### config.mk
export PLATFORM = sky130hd
export DESIGN_NAME = app_mult_accumulator_flat
export DESIGN_NICKNAME = d
export VERILOG_FILES = /design/src/rtl/app_mult_accumulator_if.sv /design/src/rtl/app_mult_accumulator.sv /design/src/flat_wrapper.sv
export SDC_FILE = /design/constraint.sdc
export NUM_CORES = 1
export LEC_CHECK = 0
export BUFFER_PORTS_ARGS = -buffer_cell sky130_fd_sc_hd__clkbuf_2
export CAP_MARGIN = 10
export CORE_AREA = 2 2 79 81
export DETAILED_ROUTE_END_ITERATION = 12
export DIE_AREA = 0 0 81 83
export SYNTH_ARGS = -nofsm -noshare
export SYNTH_HDL_FRONTEND = slang
export SYNTH_SLANG_ARGS = --single-unit
export TNS_END_PERCENT = 20
### constraint.sdc
create_clock -name clk -period 4 [get_ports clk]
set_clock_uncertainty 0.05 [all_clocks]
set_input_delay 0.4 -clock clk [delete_from_list [all_inputs] [get_ports clk]]
set_output_delay 0.4 -clock clk [all_outputs]
set_load 0.01 [all_outputs]
### src/rtl/app_mult_accumulator_if.sv
// Handshake bundle between the approximate-multiplier product stream, the
// frame accumulator and its downstream consumer.
interface app_mult_accumulator_if #(
    parameter int PROD_W = 16,
    parameter int ACC_W  = 24,
    parameter int CNT_W  = 5
);
    logic              start;
    logic [PROD_W-1:0] prod_in;
    logic              prod_valid;
    logic              prod_ready;
    logic [ACC_W-1:0]  acc_out;
    logic              acc_valid;
    logic              acc_ready;
    logic              busy;
    logic              overflow;
    logic [CNT_W-1:0]  term_cnt;

    modport master (
        output start, prod_in, prod_valid, acc_ready,
        input  prod_ready, acc_out, acc_valid, busy, overflow, term_cnt
    );

    modport slave (
        input  start, prod_in, prod_valid, acc_ready,
        output prod_ready, acc_out, acc_valid, busy, overflow, term_cnt
    );
endinterface

### src/rtl/app_mult_accumulator.sv
// Frame MAC after the approximate multiplier: sums TERMS products per frame.
// Optional APP_MULT_ACC_SATURATE_EN clamps on carry instead of wrapping.
module app_mult_accumulator #(
    parameter int WIDTH1 = 8,
    parameter int WIDTH2 = 8,
    parameter int ACC_W  = 24,
    parameter int TERMS  = 16
) (
    input logic clk,
    input logic rst,
    app_mult_accumulator_if.slave bus
);
    // state | meaning
    // IDLE  | waiting for start, acc_out keeps last frame result
    // ACC   | accepting products, prod_ready high
    // HOLD  | frame complete, acc_valid high until acc_ready
    localparam int PROD_W = WIDTH1 + WIDTH2;
    localparam int CNT_W  = $clog2(TERMS + 1);
    localparam logic [CNT_W-1:0] LAST_CNT = CNT_W'(TERMS - 1);

    generate
        if (ACC_W < PROD_W) begin : g_bad_acc_w
            $error("app_mult_accumulator: ACC_W must be >= WIDTH1+WIDTH2");
        end
        if (TERMS < 1) begin : g_bad_terms
            $error("app_mult_accumulator: TERMS must be >= 1");
        end
    endgenerate

    typedef enum logic [1:0] {IDLE, ACC, HOLD} state_e;

    state_e           state_q, state_d;
    logic [ACC_W-1:0] acc_q, acc_d;
    logic             acc_valid_q, acc_valid_d;
    logic             overflow_q, overflow_d;
    logic [CNT_W-1:0] cnt_q, cnt_d;
    logic [ACC_W:0]   sum;

    always_comb begin
        state_d     = state_q;
        acc_d       = acc_q;
        acc_valid_d = acc_valid_q;
        overflow_d  = overflow_q;
        cnt_d       = cnt_q;
        sum         = {1'b0, acc_q} + {{(ACC_W + 1 - PROD_W){1'b0}}, bus.prod_in};
        case (state_q)
            IDLE: begin
                if (bus.start) begin
                    state_d    = ACC;
                    acc_d      = '0;
                    cnt_d      = '0;
                    overflow_d = 1'b0;
                end
            end
            ACC: begin
                if (bus.prod_valid) begin
                    cnt_d = cnt_q + CNT_W'(1);
                    if (sum[ACC_W]) begin
                        overflow_d = 1'b1;
`ifdef APP_MULT_ACC_SATURATE_EN
                        acc_d = {ACC_W{1'b1}};
`else
                        acc_d = sum[ACC_W-1:0];
`endif
                    end else begin
                        acc_d = sum[ACC_W-1:0];
                    end
                    if (cnt_q == LAST_CNT) begin
                        state_d     = HOLD;
                        acc_valid_d = 1'b1;
                    end
                end
            end
            HOLD: begin
                // start seen on the release edge is dropped; IDLE samples it again
                if (bus.acc_ready) begin
                    state_d     = IDLE;
                    acc_valid_d = 1'b0;
                end
            end
            default: begin
                state_d     = IDLE;
                acc_valid_d = 1'b0;
            end
        endcase
    end

    always_ff @(posedge clk or posedge rst) begin
        if (rst) begin
            state_q     <= IDLE;
            acc_q       <= '0;
            acc_valid_q <= 1'b0;
            overflow_q  <= 1'b0;
            cnt_q       <= '0;
        end else begin
            state_q     <= state_d;
            acc_q       <= acc_d;
            acc_valid_q <= acc_valid_d;
            overflow_q  <= overflow_d;
            cnt_q       <= cnt_d;
        end
    end

    // prod_ready decodes state alone so upstream never sees a valid->ready loop
    assign bus.prod_ready = (state_q == ACC);
    assign bus.busy       = (state_q != IDLE);
    assign bus.acc_out    = acc_q;
    assign bus.acc_valid  = acc_valid_q;
    assign bus.overflow   = overflow_q;
    assign bus.term_cnt   = cnt_q;
endmodule

### src/flat_wrapper.sv
// flat-port wrapper written by rule: the top's interface ports become plain ports
module app_mult_accumulator_flat 
#(
    parameter int WIDTH1 = 8,
    parameter int WIDTH2 = 8,
    parameter int ACC_W  = 24,
    parameter int TERMS  = 16
)
  (clk, rst, bus_start, bus_prod_in, bus_prod_valid, bus_acc_ready, bus_prod_ready, bus_acc_out, bus_acc_valid, bus_busy, bus_overflow, bus_term_cnt);
  app_mult_accumulator_if #(.PROD_W(16), .ACC_W(ACC_W), .CNT_W(5)) bus_i ();
  input logic clk;
  input logic rst;
  input wire logic [$bits(bus_i.start)-1:0] bus_start;
  input wire logic [$bits(bus_i.prod_in)-1:0] bus_prod_in;
  input wire logic [$bits(bus_i.prod_valid)-1:0] bus_prod_valid;
  input wire logic [$bits(bus_i.acc_ready)-1:0] bus_acc_ready;
  output wire logic [$bits(bus_i.prod_ready)-1:0] bus_prod_ready;
  output wire logic [$bits(bus_i.acc_out)-1:0] bus_acc_out;
  output wire logic [$bits(bus_i.acc_valid)-1:0] bus_acc_valid;
  output wire logic [$bits(bus_i.busy)-1:0] bus_busy;
  output wire logic [$bits(bus_i.overflow)-1:0] bus_overflow;
  output wire logic [$bits(bus_i.term_cnt)-1:0] bus_term_cnt;
  assign bus_i.start = bus_start;
  assign bus_i.prod_in = bus_prod_in;
  assign bus_i.prod_valid = bus_prod_valid;
  assign bus_i.acc_ready = bus_acc_ready;
  assign bus_prod_ready = bus_i.prod_ready;
  assign bus_acc_out = bus_i.acc_out;
  assign bus_acc_valid = bus_i.acc_valid;
  assign bus_busy = bus_i.busy;
  assign bus_overflow = bus_i.overflow;
  assign bus_term_cnt = bus_i.term_cnt;
  app_mult_accumulator #(.WIDTH1(WIDTH1), .WIDTH2(WIDTH2), .ACC_W(ACC_W), .TERMS(TERMS)) u_core (.clk(clk), .rst(rst), .bus(bus_i));
endmodule
* After elaboration in Yosys (flattened, before gate mapping)
Cells that the tools add are included.
** Storage, ports and cells
- Register bits :: 33
- Input port bits :: 21
- Output and inout port bits :: 33
- Logic and storage cells :: 42
** Operators by class
- $add $sub $neg :: 2
- Equal/unequal tests :: 8
- Mux-type cells :: 19
- Bitwise gates (word level) :: 1
- Reductions and logical operators :: 7
** Operator list (count)
- $mux 24 :: 2
- $pmux 24 s2 :: 1
- $add 24x16->25 :: 1
- $reduce_and 4->1 :: 3
- $mux 5 :: 2
- $pmux 5 s2 :: 1
- $mux 2 :: 4
- $mux 1 :: 6
- $ne 2x2->1 const B :: 3
- $pmux 2 s3 :: 1
- $add 5x1->5 const B :: 1
- $eq 5x4->1 const B :: 1
- $ne 2x1->1 const B :: 2
- $reduce_bool 2->1 :: 2
- $pmux 1 s3 :: 1
- $reduce_and 3->1 :: 1
- $eq 2x1->1 const B :: 1
- $eq 2x2->1 const B :: 1
- $logic_not 2->1 :: 1
- $pmux 1 s2 :: 1
- $not 1->1 :: 1

* Depth between registers and ports, before layout
- Word-level depth :: 4
- Gate-level depth with buffers :: 8
- Gate-level depth less buffers :: 8

* Least setup slack after synthesis
OpenSTA, ideal clock, no wires.
- Path type :: register -> register
- Start :: reg u_core.acc_q[0], in the netlist u_core.bus.acc_out[0]
- End :: reg u_core.acc_q[18], in the netlist u_core.bus.acc_out[18]
- Setup time :: 129 ps
- Data arrival time :: 2268 ps
- Setup slack :: 1553 ps
- Cell stages (with the launch flop) :: 9
- Clock period less this slack :: 2447 ps
- Cells stage by stage :: dfrtp_1 ha_1 fa_1 a21o_1 a221o_1 nor3b_1 o21ai_1 a21boi_0 mux2i_1
** On the way
- Cells in the longest elaborated chain, start to end :: 3
** Ends and longest elaborated chain
- start: declaration :: line app_mult_accumulator.sv:33 : logic [ACC_W-1:0] acc_q, acc_d;
- start signal: assignment :: line app_mult_accumulator.sv:91 : acc_q <= '0;
- start signal: assignment :: line app_mult_accumulator.sv:97 : acc_q <= acc_d;
- $add 24x16->25 :: line app_mult_accumulator.sv:45 : sum = {1'b0, acc_q} + {{(ACC_W + 1 - PROD_W){1'b0}}, bus.prod_in};
- $mux 24 :: line app_mult_accumulator.sv:56 : if (bus.prod_valid) begin
- $pmux 24 s2 :: line app_mult_accumulator.sv:46 : case (state_q)
Every way passes these cells. The select of a mux whose other input is x is not followed.
A chain may end at the register's enable or synchronous reset.

* Final worst setup path
Same ends and word-level chain as after synthesis.

==> metrics.log <==
INFO  metric cts_made_buffers = 5
INFO  metric worst_hold_path_type = primary input to async pin
INFO  metric grt_pass1_wl = 9200 um
INFO  metric maxClockFrequency = 372 MHz
INFO  metric number_of_buffers_inserted_for_hold_repair_after_clock_tree_synthesis = 0
INFO  metric synth_cells = 248
INFO  metric cts_post_setup_buffers_inserted = 0
INFO  metric core = 0.00582 mm2
INFO  metric drive_above_1_share = 24.4%
INFO  metric cap_violations = 0
INFO  metric layout.filler_cells = 617
INFO  metric postLayoutCellArea = 0.00267 mm2
INFO  metric mappedNetlistArea = 0.00227 mm2
INFO  metric post_synth.cell_area_avg = 9.14 um2
INFO  metric cts.sinks = 33
INFO  metric synth.top_cells.by_count = nand2_1, dfrtp_1, o21ai_0
INFO  metric cp.required = 4120 ps
INFO  metric sequence_of_cells_on_the_critical_path = ha_1 > fa_1 > a21o_1 > a221o_1 > nor3b_1 > o21ai_1 > a21boi_0 > mux2i_1
INFO  metric final.hold.worst_slack = 130 ps
INFO  metric ios = 54
INFO  metric synth_cell_types = 51
INFO  metric period_minus_ws_final = 2690 ps
INFO  metric worst_setup_path_end_kind = flop
INFO  metric yosysMostFrequentCell = nand2_1
INFO  metric cp-start-kind = flop
INFO  metric final_hold_viol_count = 0
INFO  metric max_stage_delay = 420 ps
INFO  metric drt-vias-per-instance = 5.32
INFO  metric yosysTopAreaCell = dfrtp_1
INFO  metric clk_pin_slew = 70 ps
INFO  metric ys_seq_elements = 33
INFO  metric final.period_utilization = 67.2%
INFO  metric critical_path.slowest_cell = fa_1
INFO  metric edff_count_synth = 0
INFO  metric synth.top_cell.area_share = 36.4%
INFO  metric share_of_flip_flops_with_an_asynchronous_set_or_reset_after_synthesis = 100%
INFO  metric post-layout-total-power = 2.05 mW
INFO  metric power.density_cell_area = 767 mW/mm2
INFO  metric final_antenna_net_count = 0
INFO  metric antenna_found_initial = 0
INFO  metric dp.final_hpwl = 4040 um
INFO  metric final_max_slew_viol_count = 0
INFO  metric die-width = 81 um
INFO  metric ys.flop_type = dfrtp_1
INFO  metric ctsLongestPathBuffers = 2
INFO  metric setup_tns = 0 ps
INFO  metric layout.nets = 342
INFO  metric criticalPathCategory = flop to flop
INFO  metric gpl.final_weighted_congestion = 0.784
INFO  metric vias = 2012
INFO  metric placement.io_buffers = 53
INFO  metric global_route.usage.total = 17.5%
INFO  metric tritoncts = built
INFO  metric multi_input_comb_area = 0.00135 mm2
INFO  metric drc_errors = 0
INFO  metric worstMarginPinSlew = 791 ps
INFO  metric rows = 28
INFO  metric syn2layout_area_growth = 17.9%
INFO  metric route.final.wire_length = 5420 um
INFO  metric grt_pass1_vias = 1931
INFO  metric floorplan.initialDensity = 39.0%
INFO  metric drt_first_iter_violations = 75
INFO  metric n_antenna_cell = 0
INFO  metric post_synth_main_area_contributors = dfrtp_1, ha_1, nand2_1
INFO  metric status = completed
INFO  metric clkLatencyLatePin = 290 ps
INFO  metric die_area = 0.00672 mm2
INFO  metric area.sequential = 826 um2
INFO  metric place.detailed.instances = 370
INFO  metric maxSlewHeadroom = 47.1%
INFO  metric pin_count_of_the_biggest_net_entering_global_routing = 34
INFO  metric rsz0062_at_grt = false
INFO  metric stdcell_count = 378
INFO  metric post_drt_wl_per_cell = 14.3 um
INFO  metric setup_viol = 0
INFO  metric power.leakage = 1.28 nW
INFO  metric ir_drop = 0.292 mV
INFO  metric synth.yosys.seq_area_share = 36.4%
INFO  metric critical_path_peak_fanout = 5
INFO  metric synthesis.yosys.warnings = 0
INFO  metric critPathArrivalTime = 2810 ps
INFO  metric post_cts_repair_resize_count = 0
INFO  metric first_pass_iters = 4
INFO  metric cell_area_reported_after_detailed_placement = 0.00259 mm2
INFO  metric overflow = 0
INFO  metric synth_nets = 288
INFO  metric clock_tree.htree_level_count = 2
INFO  metric clock_tree.root_cell = clkbuf_8
INFO  metric die_height = 83 um
[sequential cells by signal, indices dropped and copies added (netlist names)]
name / count
u_core.bus.acc_out: 24
u_core.bus.overflow: 1
u_core.bus.term_cnt: 5
u_core.state_q: 2
u_core.bus.acc_valid: 1
[cell type report]
class / count / area share [%]
clock buffer: 6 / 2.71
clock inverter: 2 / 0.374
inverter: 10 / 1.40
multi-input combinational: 197 / 50.6
sequential: 33 / 30.9
tap: 75 / 3.51
timing repair buffer: 55 / 10.5
[path summary, 6_finish.rpt]
| path | start | to | slack (ps) | cells after the start |
|---|---|---|---|---|
| setup / recovery | u_core.bus.acc_out[0] | u_core.bus.acc_out[18] | 1310 | 8 |
| hold / removal | rst | u_core.bus.acc_out[23] | 130 | 3 |
| setup reg to reg | u_core.bus.acc_out[0] | u_core.bus.acc_out[18] | 1310 | 8 |
| hold reg to reg | u_core.bus.overflow | u_core.bus.overflow | 460 | 1 |
| max in group asynchronous | rst | u_core.bus.acc_out[13] | 3450 | 3 |
| min in group clk | bus_prod_valid | u_core.state_q[0] | 310 | 2 |
[through the flow]
step	setup slack, ps	util (%)
2_1_floorplan	1550	-
3_3_place_gp	1320	44.6
3_5_place_dp	1230	44.6
4_1_cts	1300	46.0
5_1_grt	1150	46.0
6_report	1310	46.0
[report_power, final]
part           switching (mW)  total [mW]  internal [mW]
clock                   0.127       0.247          0.121
combinational           0.684        1.19          0.509
sequential              0.135       0.611          0.476
total                   0.945        2.05           1.11
[cell usage in the layout, fill, tap and decap left out, types with 3 or more instances in the layout]
cell / count
xnor2_1: 6
clkbuf_8: 5
or3_1: 3
o21ai_0: 23
a211oi_1: 3
nand3_1: 10
o211ai_1: 5
a31oi_1: 4
mux2i_1: 3
inv_1: 10
nand2_1: 34
a22o_1: 4
nand4_1: 3
clkbuf_2: 53
a21o_1: 8
ha_1: 18
dfrtp_1: 33
xor2_1: 9
nor2_1: 13
a21oi_1: 14
and3_1: 5
[per-layer routing]
layer | track usage, % | part of all wire [%] | wire length (um)
met1 | 24.3 | 49 | 2640
met2 | 26.7 | 45 | 2450
met5 | 0 | 0 | 0
met3 | 3.48 | 4.4 | 240
met4 | 6.01 | 1.6 | 89
[worst max-delay path, delay by kind of cell (launching register included)]
| kind | cells | cell delay, ps |
|---|---|---|
| AO/OA/AOI/OAI | 4 | 1130 |
| adder cells (fa/ha/maj) | 2 | 660 |
| flip-flops | 1 | 390 |
| AND/OR/NAND/NOR | 1 | 180 |
| multiplexers | 1 | 150 |
[cells by family (layout without fill, tap and decap cells)]
| group | Yosys count | count (layout) | share of synthesized area, % |
|---|---|---|---|
| buffers and inverters | 18 | 73 | 3.86 |
| XOR/XNOR | 15 | 15 | 5.79 |
| multiplexers | 3 | 3 | 1.32 |
| AO/OA/AOI/OAI | 78 | 78 | 24.4 |
| flip-flops | 33 | 33 | 36.4 |
| AND/OR/NAND/NOR | 82 | 82 | 17.4 |
| adder cells (fa/ha/maj) | 19 | 19 | 10.8 |
Power figures use the tool's default switching activity.
